==> src/rtl/mpsoc_bridge_pkg.sv <==
// Shared constants and FSM state type for the APB4-slave to AHB3-Lite-master bridge.
package mpsoc_bridge_pkg;

    localparam logic [1:0] HTRANS_IDLE   = 2'b00;
    localparam logic [1:0] HTRANS_NONSEQ = 2'b10;

    localparam logic [2:0] HSIZE_BYTE  = 3'b000;
    localparam logic [2:0] HSIZE_HWORD = 3'b001;
    localparam logic [2:0] HSIZE_WORD  = 3'b010;

    localparam logic [2:0] HBURST_SINGLE = 3'b000;

    typedef enum logic [2:0] {
        ST_IDLE,
        ST_DECODE_ERR,
        ST_ADDR,
        ST_DATA,
        ST_DONE
    } bridge_state_e;

endpackage

==> src/rtl/mpsoc_bridge_apb2ahb_master_if.sv <==
// APB4 + AHB3-Lite signal bundle around the bridge.
// The master modport is the bridge's view (APB slave side, AHB master side);
// the slave modport is the surrounding system's view.
interface mpsoc_bridge_apb2ahb_master_if #(
    parameter int PADDR_SIZE = 16,
    parameter int HADDR_SIZE = 32
);
    logic                  PSEL;
    logic                  PENABLE;
    logic                  PWRITE;
    logic [PADDR_SIZE-1:0] PADDR;
    logic [31:0]           PWDATA;
    logic [3:0]            PSTRB;
    logic [2:0]            PPROT;
    logic [31:0]           PRDATA;
    logic                  PREADY;
    logic                  PSLVERR;

    logic [HADDR_SIZE-1:0] HADDR;
    logic [31:0]           HWDATA;
    logic [31:0]           HRDATA;
    logic                  HWRITE;
    logic [2:0]            HSIZE;
    logic [2:0]            HBURST;
    logic [3:0]            HPROT;
    logic [1:0]            HTRANS;
    logic                  HMASTLOCK;
    logic                  HREADY;
    logic                  HRESP;

    modport master (
        input  PSEL, PENABLE, PWRITE, PADDR, PWDATA, PSTRB, PPROT,
        output PRDATA, PREADY, PSLVERR,
        output HADDR, HWDATA, HWRITE, HSIZE, HBURST, HPROT, HTRANS, HMASTLOCK,
        input  HRDATA, HREADY, HRESP
    );

    modport slave (
        output PSEL, PENABLE, PWRITE, PADDR, PWDATA, PSTRB, PPROT,
        input  PRDATA, PREADY, PSLVERR,
        input  HADDR, HWDATA, HWRITE, HSIZE, HBURST, HPROT, HTRANS, HMASTLOCK,
        output HRDATA, HREADY, HRESP
    );

endinterface

==> src/rtl/mpsoc_apb_strb2hsize.sv <==
// Maps an APB write strobe onto an AHB transfer size and starting byte lane.
// Only naturally aligned byte, halfword and word patterns are representable.
module mpsoc_apb_strb2hsize
    import mpsoc_bridge_pkg::*;
(
    input  logic [3:0] pstrb,
    output logic       legal,
    output logic [2:0] hsize,
    output logic [1:0] lane
);

    // Pure lookup; anything not listed cannot be expressed as one AHB transfer
    always_comb begin
        legal = 1'b1;
        hsize = HSIZE_BYTE;
        lane  = 2'd0;
        case (pstrb)
            4'b1111: hsize = HSIZE_WORD;
            4'b0011: hsize = HSIZE_HWORD;
            4'b1100: begin hsize = HSIZE_HWORD; lane = 2'd2; end
            4'b0001: lane = 2'd0;
            4'b0010: lane = 2'd1;
            4'b0100: lane = 2'd2;
            4'b1000: lane = 2'd3;
            default: legal = 1'b0;
        endcase
    end

endmodule

==> src/rtl/mpsoc_bridge_apb2ahb_master.sv <==
// APB4 slave to AHB3-Lite master bridge: each APB access becomes one SINGLE
// AHB transfer, with at most one transfer outstanding.
module mpsoc_bridge_apb2ahb_master
    import mpsoc_bridge_pkg::*;
#(
    parameter int                    PADDR_SIZE = 16,
    parameter int                    HADDR_SIZE = 32,
    parameter int                    DATA_SIZE  = 32,
    parameter logic [HADDR_SIZE-1:0] HADDR_BASE = '0
) (
    input logic                    CLK,
    input logic                    RST,
    mpsoc_bridge_apb2ahb_master_if.master bus
);

    bridge_state_e         state, next_state;
    logic                  setup;
    logic                  strb_legal;
    logic [2:0]            strb_hsize;
    logic [1:0]            strb_lane;
    logic                  req_legal;
    logic [2:0]            req_hsize;
    logic [1:0]            req_lane;
    logic [HADDR_SIZE-1:0] req_haddr;
    logic [1:0]            htrans;
    logic                  done_err;

    logic [HADDR_SIZE-1:0] haddr_q;
    logic [DATA_SIZE-1:0]  hwdata_q;
    logic [DATA_SIZE-1:0]  prdata_q;
    logic                  hwrite_q;
    logic [2:0]            hsize_q;
    logic [3:0]            hprot_q;
    logic                  pready_q;
    logic                  pslverr_q;

    assign setup = bus.PSEL & ~bus.PENABLE;

    mpsoc_apb_strb2hsize u_strb2hsize (
        .pstrb (bus.PSTRB),
        .legal (strb_legal),
        .hsize (strb_hsize),
        .lane  (strb_lane)
    );

    // Reads always fetch the whole word; writes take size and lane from the strobe
    always_comb begin
        req_legal = 1'b1;
        req_hsize = HSIZE_WORD;
        req_lane  = 2'd0;
        if (bus.PWRITE) begin
            req_legal = strb_legal;
            req_hsize = strb_hsize;
            req_lane  = strb_lane;
        end
    end

    assign req_haddr = HADDR_BASE + HADDR_SIZE'({bus.PADDR[PADDR_SIZE-1:2], req_lane});

    // State register
    always_ff @(posedge CLK) begin
        if (RST) state <= ST_IDLE;
        else     state <= next_state;
    end

    // Next-state logic
    always_comb begin
        next_state = state;
        case (state)
            ST_IDLE:       if (setup) next_state = req_legal ? ST_ADDR : ST_DECODE_ERR;
            ST_DECODE_ERR: next_state = ST_DONE;
            ST_ADDR:       if (bus.HREADY) next_state = ST_DATA;
            ST_DATA:       if (bus.HREADY) next_state = ST_DONE;
            ST_DONE:       next_state = ST_IDLE;
            default:       next_state = ST_IDLE;
        endcase
    end

    // State-decoded outputs: NONSEQ only in the address phase, error flag for the completion
    always_comb begin
        htrans   = HTRANS_IDLE;
        done_err = 1'b0;
        case (state)
            ST_ADDR:       htrans   = HTRANS_NONSEQ;
            ST_DATA:       done_err = bus.HRESP;
            ST_DECODE_ERR: done_err = 1'b1;
            default:       ;
        endcase
    end

    // Request capture at setup, read-data capture on OKAY, registered APB completion
    always_ff @(posedge CLK) begin
        if (RST) begin
            haddr_q   <= '0;
            hwdata_q  <= '0;
            hwrite_q  <= 1'b0;
            hsize_q   <= 3'b000;
            hprot_q   <= 4'b0000;
            prdata_q  <= '0;
            pready_q  <= 1'b0;
            pslverr_q <= 1'b0;
        end else begin
            if (state == ST_IDLE && setup) begin
                haddr_q  <= req_haddr;
                hwdata_q <= bus.PWDATA;
                hwrite_q <= bus.PWRITE;
                hsize_q  <= req_hsize;
                hprot_q  <= {2'b00, bus.PPROT[0], ~bus.PPROT[2]};
            end
            if (state == ST_DATA && bus.HREADY && !bus.HRESP && !hwrite_q) begin
                prdata_q <= bus.HRDATA;
            end
            pready_q  <= (next_state == ST_DONE);
            pslverr_q <= (next_state == ST_DONE) && done_err;
        end
    end

    assign bus.HTRANS    = htrans;
    assign bus.HADDR     = haddr_q;
    assign bus.HWDATA    = hwdata_q;
    assign bus.HWRITE    = hwrite_q;
    assign bus.HSIZE     = hsize_q;
    assign bus.HPROT     = hprot_q;
    assign bus.HBURST    = HBURST_SINGLE;
    assign bus.HMASTLOCK = 1'b0;
    assign bus.PRDATA    = prdata_q;
    assign bus.PREADY    = pready_q;
    assign bus.PSLVERR   = pslverr_q;

endmodule
==> src/flat_wrapper.sv <==
// flat-port wrapper written by rule: the top's interface ports become plain ports
module mpsoc_bridge_apb2ahb_master_flat import mpsoc_bridge_pkg::*;
#(
    parameter int                    PADDR_SIZE = 16,
    parameter int                    HADDR_SIZE = 32,
    parameter int                    DATA_SIZE  = 32,
    parameter logic [HADDR_SIZE-1:0] HADDR_BASE = '0
)
  (CLK, RST, bus_PSEL, bus_PENABLE, bus_PWRITE, bus_PADDR, bus_PWDATA, bus_PSTRB, bus_PPROT, bus_PRDATA, bus_PREADY, bus_PSLVERR, bus_HADDR, bus_HWDATA, bus_HWRITE, bus_HSIZE, bus_HBURST, bus_HPROT, bus_HTRANS, bus_HMASTLOCK, bus_HRDATA, bus_HREADY, bus_HRESP);
  mpsoc_bridge_apb2ahb_master_if #(.PADDR_SIZE(PADDR_SIZE), .HADDR_SIZE(HADDR_SIZE)) bus_i ();
  input logic CLK;
  input logic RST;
  input wire logic [$bits(bus_i.PSEL)-1:0] bus_PSEL;
  input wire logic [$bits(bus_i.PENABLE)-1:0] bus_PENABLE;
  input wire logic [$bits(bus_i.PWRITE)-1:0] bus_PWRITE;
  input wire logic [$bits(bus_i.PADDR)-1:0] bus_PADDR;
  input wire logic [$bits(bus_i.PWDATA)-1:0] bus_PWDATA;
  input wire logic [$bits(bus_i.PSTRB)-1:0] bus_PSTRB;
  input wire logic [$bits(bus_i.PPROT)-1:0] bus_PPROT;
  output wire logic [$bits(bus_i.PRDATA)-1:0] bus_PRDATA;
  output wire logic [$bits(bus_i.PREADY)-1:0] bus_PREADY;
  output wire logic [$bits(bus_i.PSLVERR)-1:0] bus_PSLVERR;
  output wire logic [$bits(bus_i.HADDR)-1:0] bus_HADDR;
  output wire logic [$bits(bus_i.HWDATA)-1:0] bus_HWDATA;
  output wire logic [$bits(bus_i.HWRITE)-1:0] bus_HWRITE;
  output wire logic [$bits(bus_i.HSIZE)-1:0] bus_HSIZE;
  output wire logic [$bits(bus_i.HBURST)-1:0] bus_HBURST;
  output wire logic [$bits(bus_i.HPROT)-1:0] bus_HPROT;
  output wire logic [$bits(bus_i.HTRANS)-1:0] bus_HTRANS;
  output wire logic [$bits(bus_i.HMASTLOCK)-1:0] bus_HMASTLOCK;
  input wire logic [$bits(bus_i.HRDATA)-1:0] bus_HRDATA;
  input wire logic [$bits(bus_i.HREADY)-1:0] bus_HREADY;
  input wire logic [$bits(bus_i.HRESP)-1:0] bus_HRESP;
  assign bus_i.PSEL = bus_PSEL;
  assign bus_i.PENABLE = bus_PENABLE;
  assign bus_i.PWRITE = bus_PWRITE;
  assign bus_i.PADDR = bus_PADDR;
  assign bus_i.PWDATA = bus_PWDATA;
  assign bus_i.PSTRB = bus_PSTRB;
  assign bus_i.PPROT = bus_PPROT;
  assign bus_PRDATA = bus_i.PRDATA;
  assign bus_PREADY = bus_i.PREADY;
  assign bus_PSLVERR = bus_i.PSLVERR;
  assign bus_HADDR = bus_i.HADDR;
  assign bus_HWDATA = bus_i.HWDATA;
  assign bus_HWRITE = bus_i.HWRITE;
  assign bus_HSIZE = bus_i.HSIZE;
  assign bus_HBURST = bus_i.HBURST;
  assign bus_HPROT = bus_i.HPROT;
  assign bus_HTRANS = bus_i.HTRANS;
  assign bus_HMASTLOCK = bus_i.HMASTLOCK;
  assign bus_i.HRDATA = bus_HRDATA;
  assign bus_i.HREADY = bus_HREADY;
  assign bus_i.HRESP = bus_HRESP;
  mpsoc_bridge_apb2ahb_master #(.PADDR_SIZE(PADDR_SIZE), .HADDR_SIZE(HADDR_SIZE), .DATA_SIZE(DATA_SIZE), .HADDR_BASE(HADDR_BASE)) u_core (.CLK(CLK), .RST(RST), .bus(bus_i));
endmodule
==> config.mk <==
export PLATFORM = sky130hd
export DESIGN_NAME = mpsoc_bridge_apb2ahb_master_flat
export DESIGN_NICKNAME = d
export VERILOG_FILES = /design/src/rtl/mpsoc_bridge_pkg.sv /design/src/rtl/mpsoc_bridge_apb2ahb_master_if.sv /design/src/rtl/mpsoc_apb_strb2hsize.sv /design/src/rtl/mpsoc_bridge_apb2ahb_master.sv /design/src/flat_wrapper.sv
export SDC_FILE = /design/constraint.sdc
export NUM_CORES = 1
export LEC_CHECK = 0
export BUFFER_PORTS_ARGS = -buffer_cell sky130_fd_sc_hd__buf_2
export CORE_MARGIN = 10
export CORE_UTILIZATION = 50
export CTS_BUF_LIST = sky130_fd_sc_hd__clkbuf_2 sky130_fd_sc_hd__clkbuf_4 sky130_fd_sc_hd__clkbuf_8
export CTS_CLUSTER_DIAMETER = 60
export DETAILED_ROUTE_END_ITERATION = 10
export PLACE_DENSITY = 0.85
export SYNTH_ARGS = -nofsm -noshare
export SYNTH_HDL_FRONTEND = slang
export SYNTH_SLANG_ARGS = --single-unit
==> constraint.sdc <==
create_clock -name CLK -period 2.8 [get_ports CLK]
set_clock_uncertainty 0.1 [all_clocks]
set_input_delay 0.28 -clock CLK [delete_from_list [all_inputs] [get_ports CLK]]
set_output_delay 0.28 -clock CLK [all_outputs]
set_load 0.02 [all_outputs]
* Yosys cells after proc, flatten, opt, wreduce, memory -nomap -nowiden
Cells that the tools add are included.
** Word-level totals
- Register bits after elaboration :: 91
- Output and inout bits :: 112
- Logic and storage cells :: 47
** Cells by class
- Equal/unequal tests :: 11
- Muxes and demuxes :: 13
- Bitwise logic cells :: 3
- Reduce and logical (&&, ||, !) cells :: 11
** Operators with widths (count)
- equality test 4 bit (second input constant) :: 3
- one-hot mux 3 bit (4 select lines) :: 1
- 2-to-1 mux 3 bit :: 3
- equality test 4 x 2 -> 1 bit (second input constant) :: 2
- 2-to-1 mux 2 bit :: 4
- OR reduction 7 bit :: 1
- equality test 3 x 2 -> 1 bit (second input constant) :: 2
- one-hot mux 2 bit (3 select lines) :: 1
- logical AND 1 bit :: 5
- equality test 4 x 1 -> 1 bit (second input constant) :: 1
- equality test 4 x 3 -> 1 bit (second input constant) :: 1
- one-hot mux 2 bit (2 select lines) :: 1
- OR reduction 2 bit :: 2
- equality test 3 x 1 -> 1 bit (second input constant) :: 1
- equality test 3 bit (second input constant) :: 1
- zero test 3 bit :: 1
- zero test 1 bit :: 2
- 2-to-1 mux 1 bit :: 2
- NOT 1 bit :: 2
- one-hot mux 1 bit (2 select lines) :: 1
- AND 1 bit :: 1

* Longest topological paths before layout
Gate-level depths: netlist of run 1.
- Depth in word-level cells :: 9
- Depth in mapped cells :: 6
- Gate-level depth less buffers :: 3

* By module
A second synthesis of run 1 with hierarchy kept.
** Second synthesis, totals
- Cell total of the unflattened synthesis :: 446
- Area, all modules :: 3776.1 um^2
** By module, submodules not included
- mpsoc_bridge_apb2ahb_master :: instances 1, cells an instance 433, area an instance 3697.3 um^2, sequential area each 1821.7 um^2
- mpsoc_apb_strb2hsize :: instances 1, cells an instance 13, area an instance 78.8 um^2, sequential area each 0.0 um^2

* Worst setup path before layout of run 1
No wires, ideal clock.
- Kind :: register to register
- Start :: register u_core.state[0]
- End :: register u_core.haddr_q[0], in the netlist u_core.bus.HADDR[0]
- Data arrival time :: 1.204 ns
- Data required time :: 2.568 ns
- Setup slack :: 1.363 ns
- Stages on the path, launching flop included :: 7
- Buffers on the path :: 3
- Period minus slack after synthesis :: 1.437 ns
- Path through :: dfxtp_1 -> buf_6 -> or3_1 -> buf_6 -> buf_6 -> o21ai_1 -> a21oi_1
** On the way
- Word-level cells in the longest chain between the ends :: 2
** Ends and longest elaborated chain
- start: declaration :: line mpsoc_bridge_apb2ahb_master.sv:16 : bridge_state_e state, next_state;
- start signal: assignment :: line mpsoc_bridge_apb2ahb_master.sv:63 : else state <= next_state;
- zero test 3 bit :: line mpsoc_bridge_apb2ahb_master.sv:103 : if (state == ST_IDLE && setup) begin
- logical AND 1 bit :: line mpsoc_bridge_apb2ahb_master.sv:103
- end signal: assignment :: line mpsoc_bridge_apb2ahb_master.sv:104 : haddr_q <= req_haddr;
- end: declaration :: line mpsoc_bridge_apb2ahb_master.sv:28 : logic [HADDR_SIZE-1:0] haddr_q;
No other way between the ends.
A chain may end at the register's enable or synchronous reset.

* Worst setup path after layout of run 1
- Start :: register u_core.state[0]
- End :: register u_core.hsize_q[1], in the netlist u_core.bus.HSIZE[1]
** On the way
- Word-level cells in the longest chain between the ends :: 2
** Ends and longest elaborated chain
- zero test 3 bit :: line mpsoc_bridge_apb2ahb_master.sv:103
- logical AND 1 bit :: line mpsoc_bridge_apb2ahb_master.sv:103
- end signal: assignment :: line mpsoc_bridge_apb2ahb_master.sv:107 : hsize_q <= req_hsize;
- end: declaration :: line mpsoc_bridge_apb2ahb_master.sv:32 : logic [2:0] hsize_q;
No other way between the ends.

==> run metrics, run 1 <==
status=finished clean; crit path DAT=2.19 ns; Post-Synthesis Cells=448; share of layout cells above drive strength 1=a little over a third; Port Buffers=178; worst r2r src=u_core.state[0]; ys flop type=dfxtp_1; hold_sp=bus_PADDR[8]; total negative slack=0 ns; Top Ports=206; clk root buf=clkbuf_8; post-CTS setup buffer count=0; startpoint types=register; minimum clock period=around 2.0 ns; P_sw=about 780 uW; Worst-Skew Late Latency=0.35 ns; Clock Tree Buf Depth=2; Switching Fraction=28.3%; diodes inserted=0; Yosys warnings=0; most numerous cell in the Yosys netlist=dfxtp_1; mean area per synthesized cell=8.45 sq um; Starting DRT DRC Count=between 200 and 250; crit path max fanout=53; # clock sinks=90; Residual DRC=0; highest clock rate=just under 500 MHz; final setup fails=0; top post-synthesis cells by area=dfxtp_1, a21oi_1, nand3_1; number of global-route vias before repair=~3700; combinational power share=15.7%; largest net degree at the start of global routing=54; RSZ-0062 raised after global routing=false; GR Overflow Total=0; Die Span Y=107 um; WS Path Type=register to register; Routed Antenna Nets=0; synth cell count leaders=dfxtp_1, a21oi_1, nand3_1; initial antenna violation count=1; Cell variety after synth=38; area leader, netlist=dfxtp_1; internal power=~2000 uW; share of the synthesized area in the top cell type=47.6%; worst-margin pin slew=1.01 ns; drt total wl=11.9 mm; Reg clk slew, reported paths=0.09 ns; initial core utilization=roughly half; CTS tree=done; CTS Buf Count=9; Reg power frac=48.8%; Final #Nets=between 600 and 700; clock power share=35.5%; Final Hold Viols=0; Power Dens Cells=between 500 and 600 nW/um^2; hold buffers post-CTS=1; CTS HTree Levels=3; Final Max Slew Viols=0; Seq/Total Area, Yosys=47.6%; vias per cell=roughly 5.5; Layout area overhead=26.7%; CTS resizes=0; Via Count=3852; first-pass GRT wire length=18.7 mm; max cap viols=0; Die ar.=11500 sq um; Yosys reg bits=90; RePlAce Congestion=between 0.7 and 0.8; Rel. slew slack=32.9%; TritonRoute pass-1 iters=5; asr flop ratio synth=0%; CP startpoint=u_core.state[0]; Critical Path Sink Type=register; Post-synth EDFFs=0; period utilization=73.0%; gr usage total=19.7%; VDD IR-drop max=314 uV; Place WS=between 0.7 and 0.8 ns; width of the die=107 um; FP Rows=31; Mapped Area=3790 sq um; Leakage=0.00212 uW; core region area=7290 sq um; Post-Place Cells=689; non-filler instance count after layout=706; Final WS setup=0.756 ns; HP Class=input port to register; Avg WL per Cell=approximately 17 um; Final HPWL DP=around 8.9 mm; Req. time, crit path=2.94 ns
## worst max-delay path, cell delays in order, from the launching register on
cell and delay (ns):
dfxtp_1 0.52, or3_2 0.84, nor2_1 0.14, o221a_2 0.31
## metrics by stage
stage	utilization (%)	area, sq um	hold WS, ns	total power [uW]
after floorplan	-	3870	0.277	1690
after global placement	62.6	4570	0.358	1800
after detailed placement	62.6	4570	0.365	1810
after CTS	65.8	4800	0.0491	2780
after global routing	65.8	4800	0.0576	2890
final	65.8	4800	0.0660	2760
## logic make-up after synthesis
group / synth area share [%]
AOI/OAI and AO/OA: 24.6
xor gates and xnor gates: 0.463
buffers and inverters: 11.5
DFF: 47.6
other: 0.0990
and+or+nand+nor: 15.8
## cells in the final DEF, fill, tap and decap left out, types with 2 or more instances in the layout
cell       netlist  routed
a211oi_1         2       2
a21oi_1         84      84
buf_2           12     178
buf_4           27      11
bufinv_16        0       2
clkbuf_8         0       9
conb_1           1      24
dfxtp_1         90      90
nand2_1          2       2
nand2b_1         3       2
nand3_1         79      79
nor2_1           4       4
nor2b_1          4       2
nor3_1           2       2
nor4bb_1         3       2
o21ai_0         28      28
o21ai_1         55      55
xor2_1           2       2
## power by group through the flow
| stage | Combinational [uW] | Sequential (uW) | Clock (uW) |
|---|---|---|---|
| final | 433 | 1350 | 980 |
| after global routing | 474 | 1350 | 1060 |
| after CTS | 434 | 1350 | 1000 |
| after detailed placement | 431 | 1380 | 0 |
| after global placement | 423 | 1370 | 0 |
| after floorplan | 270 | 1420 | 0 |
## per-layer routing
| layer | vias up | GRT usage [%] | wire, um |
|---|---|---|---|
| met5 | - | 0 | 7 |
| met4 | 2 | 6.96 | 186 |
| met3 | 21 | 9.88 | 1530 |
| met2 | 188 | 32.7 | 5870 |
| met1 | 1778 | 21.2 | 4320 |
| li1 | 1863 | - | - |
## path summary, 6_finish.rpt
path / end / slack, ns / cells after the start
hold reg to reg: u_core.bus.PRDATA[21] / 0.38 / 2
setup reg to reg: u_core.bus.HSIZE[1] / 0.76 / 3
setup / recovery: u_core.bus.HSIZE[1] / 0.76 / 3
hold / removal: u_core.bus.HADDR[8] / 0.07 / 3
## cell type report
type / instances / area [sq um]
clock buffers: 10 / 131
clock inverters: 6 / 90.1
fillers: 645 / 2490
inverters: 1 / 3.75
multi-input cells: 310 / 1670
flip-flops and latches: 90 / 1800
well taps: 99 / 124
repair buffers: 190 / 983
## registers in the layout (all words and copies together), names as in the netlist
signal / cells
u_core.bus.HWDATA: 32
u_core.bus.PRDATA: 32
u_core.bus.HADDR: 16
u_core.state: 3
u_core.bus.HPROT: 2
u_core.bus.HSIZE: 2
u_core.bus.HWRITE: 1
u_core.bus.PREADY: 1
u_core.bus.PSLVERR: 1
(Power assumes the default switching activity.)
==> inputs of run 2 (changes only) <==
Settings changed: CORE_UTILIZATION 50 to 46, PLACE_DENSITY 0.85 to 0.79.
Clock period 2.8 ns to 2 ns, I/O delays scaled along.
==> run metrics, run 2 (synthesis gave the netlist of run 1 again) <==
status=finished clean; worst r2r src=u_core.state[2]; initial core utilization=46.6% (-5.4 points); R2R cell count=4 (+1); total negative slack=0 ns (unchanged); Final Hold Viols=0 (unchanged); clk root buf=clkbuf_8; gr usage total=20.8% (+1.1 points); initial antenna violation count=3 (+2); Final HPWL DP=8.74 mm (-1.8%); CTS tree=done; Leakage=0.00241 uW (+14%); TritonRoute pass-1 iters=5 (unchanged); RR Endpoint=u_core.bus.HWDATA[28]; placed inst area=4630 sq um (+1.3%); CTS HTree Levels=3 (unchanged); post-CTS setup buffer count=0 (unchanged); first-pass GRT wire length=21.7 mm (+16%); Reg clk slew, reported paths=0.09 ns (about the same); vias per cell=5.37 (-1.6%); Starting DRT DRC Count=239 (+13%); CTS Buf Count=9 (unchanged); width of the die=111 um (+3.5%); Port Buffers=178 (unchanged); HP Class=input port to register; VDD IR-drop max=396 uV (+26%); period utilization=87.6% (+15 points); number of global-route vias before repair=4089 (+9.2%); Req. time, crit path=2.11 ns (-0.83 ns); Via Count=4199 (+9.0%); largest net degree at the start of global routing=54 (unchanged); design area=5500 sq um (+15%); most frequent cells in the layout=buf_2, dfxtp_1, a21oi_1; # clock sinks=90 (unchanged); final setup fails=0 (unchanged); Routed Antenna Nets=0 (unchanged); Power Dens Cells=703 nW/um^2 (+22%); Slowest cell on crit path=or3_2; drt total wl=13.5 mm (+14%); Clock Tree Buf Depth=2 (unchanged); crit path max fanout=53 (unchanged); share of layout cells above drive strength 1=32.0% (-3.3 points); core region area=8130 sq um (+12%); routing usage on met1=24.2% (+3.0 points); Final Max Slew Viols=0 (unchanged); gr busiest metal=met2; Residual DRC=0 (unchanged); startpoint types=register; Final #Nets=764 (+9.8%); CP startpoint=u_core.state[2]; GR Overflow Total=0 (unchanged); CP peak stage delay=0.54 ns (-0.30 ns); WS Path Type=register to register; r2r setup slk=0.25 ns (-0.51 ns); RSZ-0062 raised after global routing=false; Avg WL per Cell=17.3 um (+2.6%); Worst-Skew Late Latency=0.34 ns (about the same); Die ar.=12300 sq um (+7.0%); commonest non-fill, non-tap cell in the layout=buf_2; crit path DAT=1.86 ns (-0.33 ns); Die Span Y=111 um (+3.5%); cell breakdown of the critical path=or3_2 > buf_12 > o21ai_0 > a21oi_1; met3 Use GR=9.04% (-0.84 points); CP endpoint=u_core.bus.HWDATA[28]; Top Ports=206 (unchanged); max cap viols=0 (unchanged); Critical Path Sink Type=register; Layout area overhead=45.2%; minimum clock period=1.75 ns (-0.293 ns); highest clock rate=571 MHz (+17%); FP Rows=33 (+6.5%); RePlAce Congestion=0.845 (+6.4%); M2 GR Usage=33.5% (+0.77 points)
-- run 2: area by class of cell --
type / count / area [sq um]
clock buffer: 10 / 131
multi-input combinational: 310 / 1670
antenna: 2 / 5.00
inverter: 1 / 3.75
sequential: 90 / 1800
tap: 105 / 131
clock inverter: 6 / 65.1
fill: 663 / 2630
timing repair buffer: 258 / 1700
-- run 2: through the flow --
step | hold WS, ns | worst slack, ns | power [uW] | instances | util (%)
global placement | 0.299 | 0.370 | 2540 | 697 | 56.9
detailed placement | 0.292 | 0.339 | 2560 | 697 | 56.9
global route | 0.000938 | 0.208 | 4050 | 782 | 67.6
CTS | 0.000372 | 0.317 | 3880 | 779 | 67.4
finish | 0.0158 | 0.248 | 3870 | 782 | 67.6
floorplan | 0.197 | 0.563 | 2370 | 471 | -
-- run 2: report_power, final --
group          total [uW]  switching, uW  internal [uW]
registers            1890           35.5           1850
logic                 743            443            300
clock network        1240            643            595
total                3870           1120           2750
-- run 2: how the worst min path moves through the flow --
stage               cells past startpoint           start                    end  slack [ns]
CTS                                     3    bus_PADDR[2]    u_core.bus.HADDR[2]      0.0004
floorplan                               1    bus_PPROT[2]    u_core.bus.HPROT[0]        0.20
global placement                        2    bus_PPROT[2]    u_core.bus.HPROT[0]        0.30
global route                            3    bus_PADDR[2]    u_core.bus.HADDR[2]      0.0009
detailed placement                      2    bus_PPROT[2]    u_core.bus.HPROT[0]        0.29
finish                                  3  bus_HRDATA[24]  u_core.bus.PRDATA[24]        0.02
-- run 2: repair_timing --
action,in CTS,in global routing
gates resized for setup,0,0
hold buffers,66,1
endpoints found under the hold margin,66,1
-- run 2: metal layers --
metal / wire length [um] / up-vias / share of wire [%]
met2: 6640 / 221 / 49
met5: 11 / - / 0.081
li1: - / 2007 / -
met4: 217 / 2 / 1.6
met1: 5290 / 1944 / 39
met3: 1390 / 25 / 10
-- run 2: worst max-delay path: cells and delay by family, from the launching register on --
kind | cells | cell delay (ns)
simple gates | 1 | 0.54
flops | 1 | 0.41
compound gates | 2 | 0.36
buf+inv | 1 | 0.20
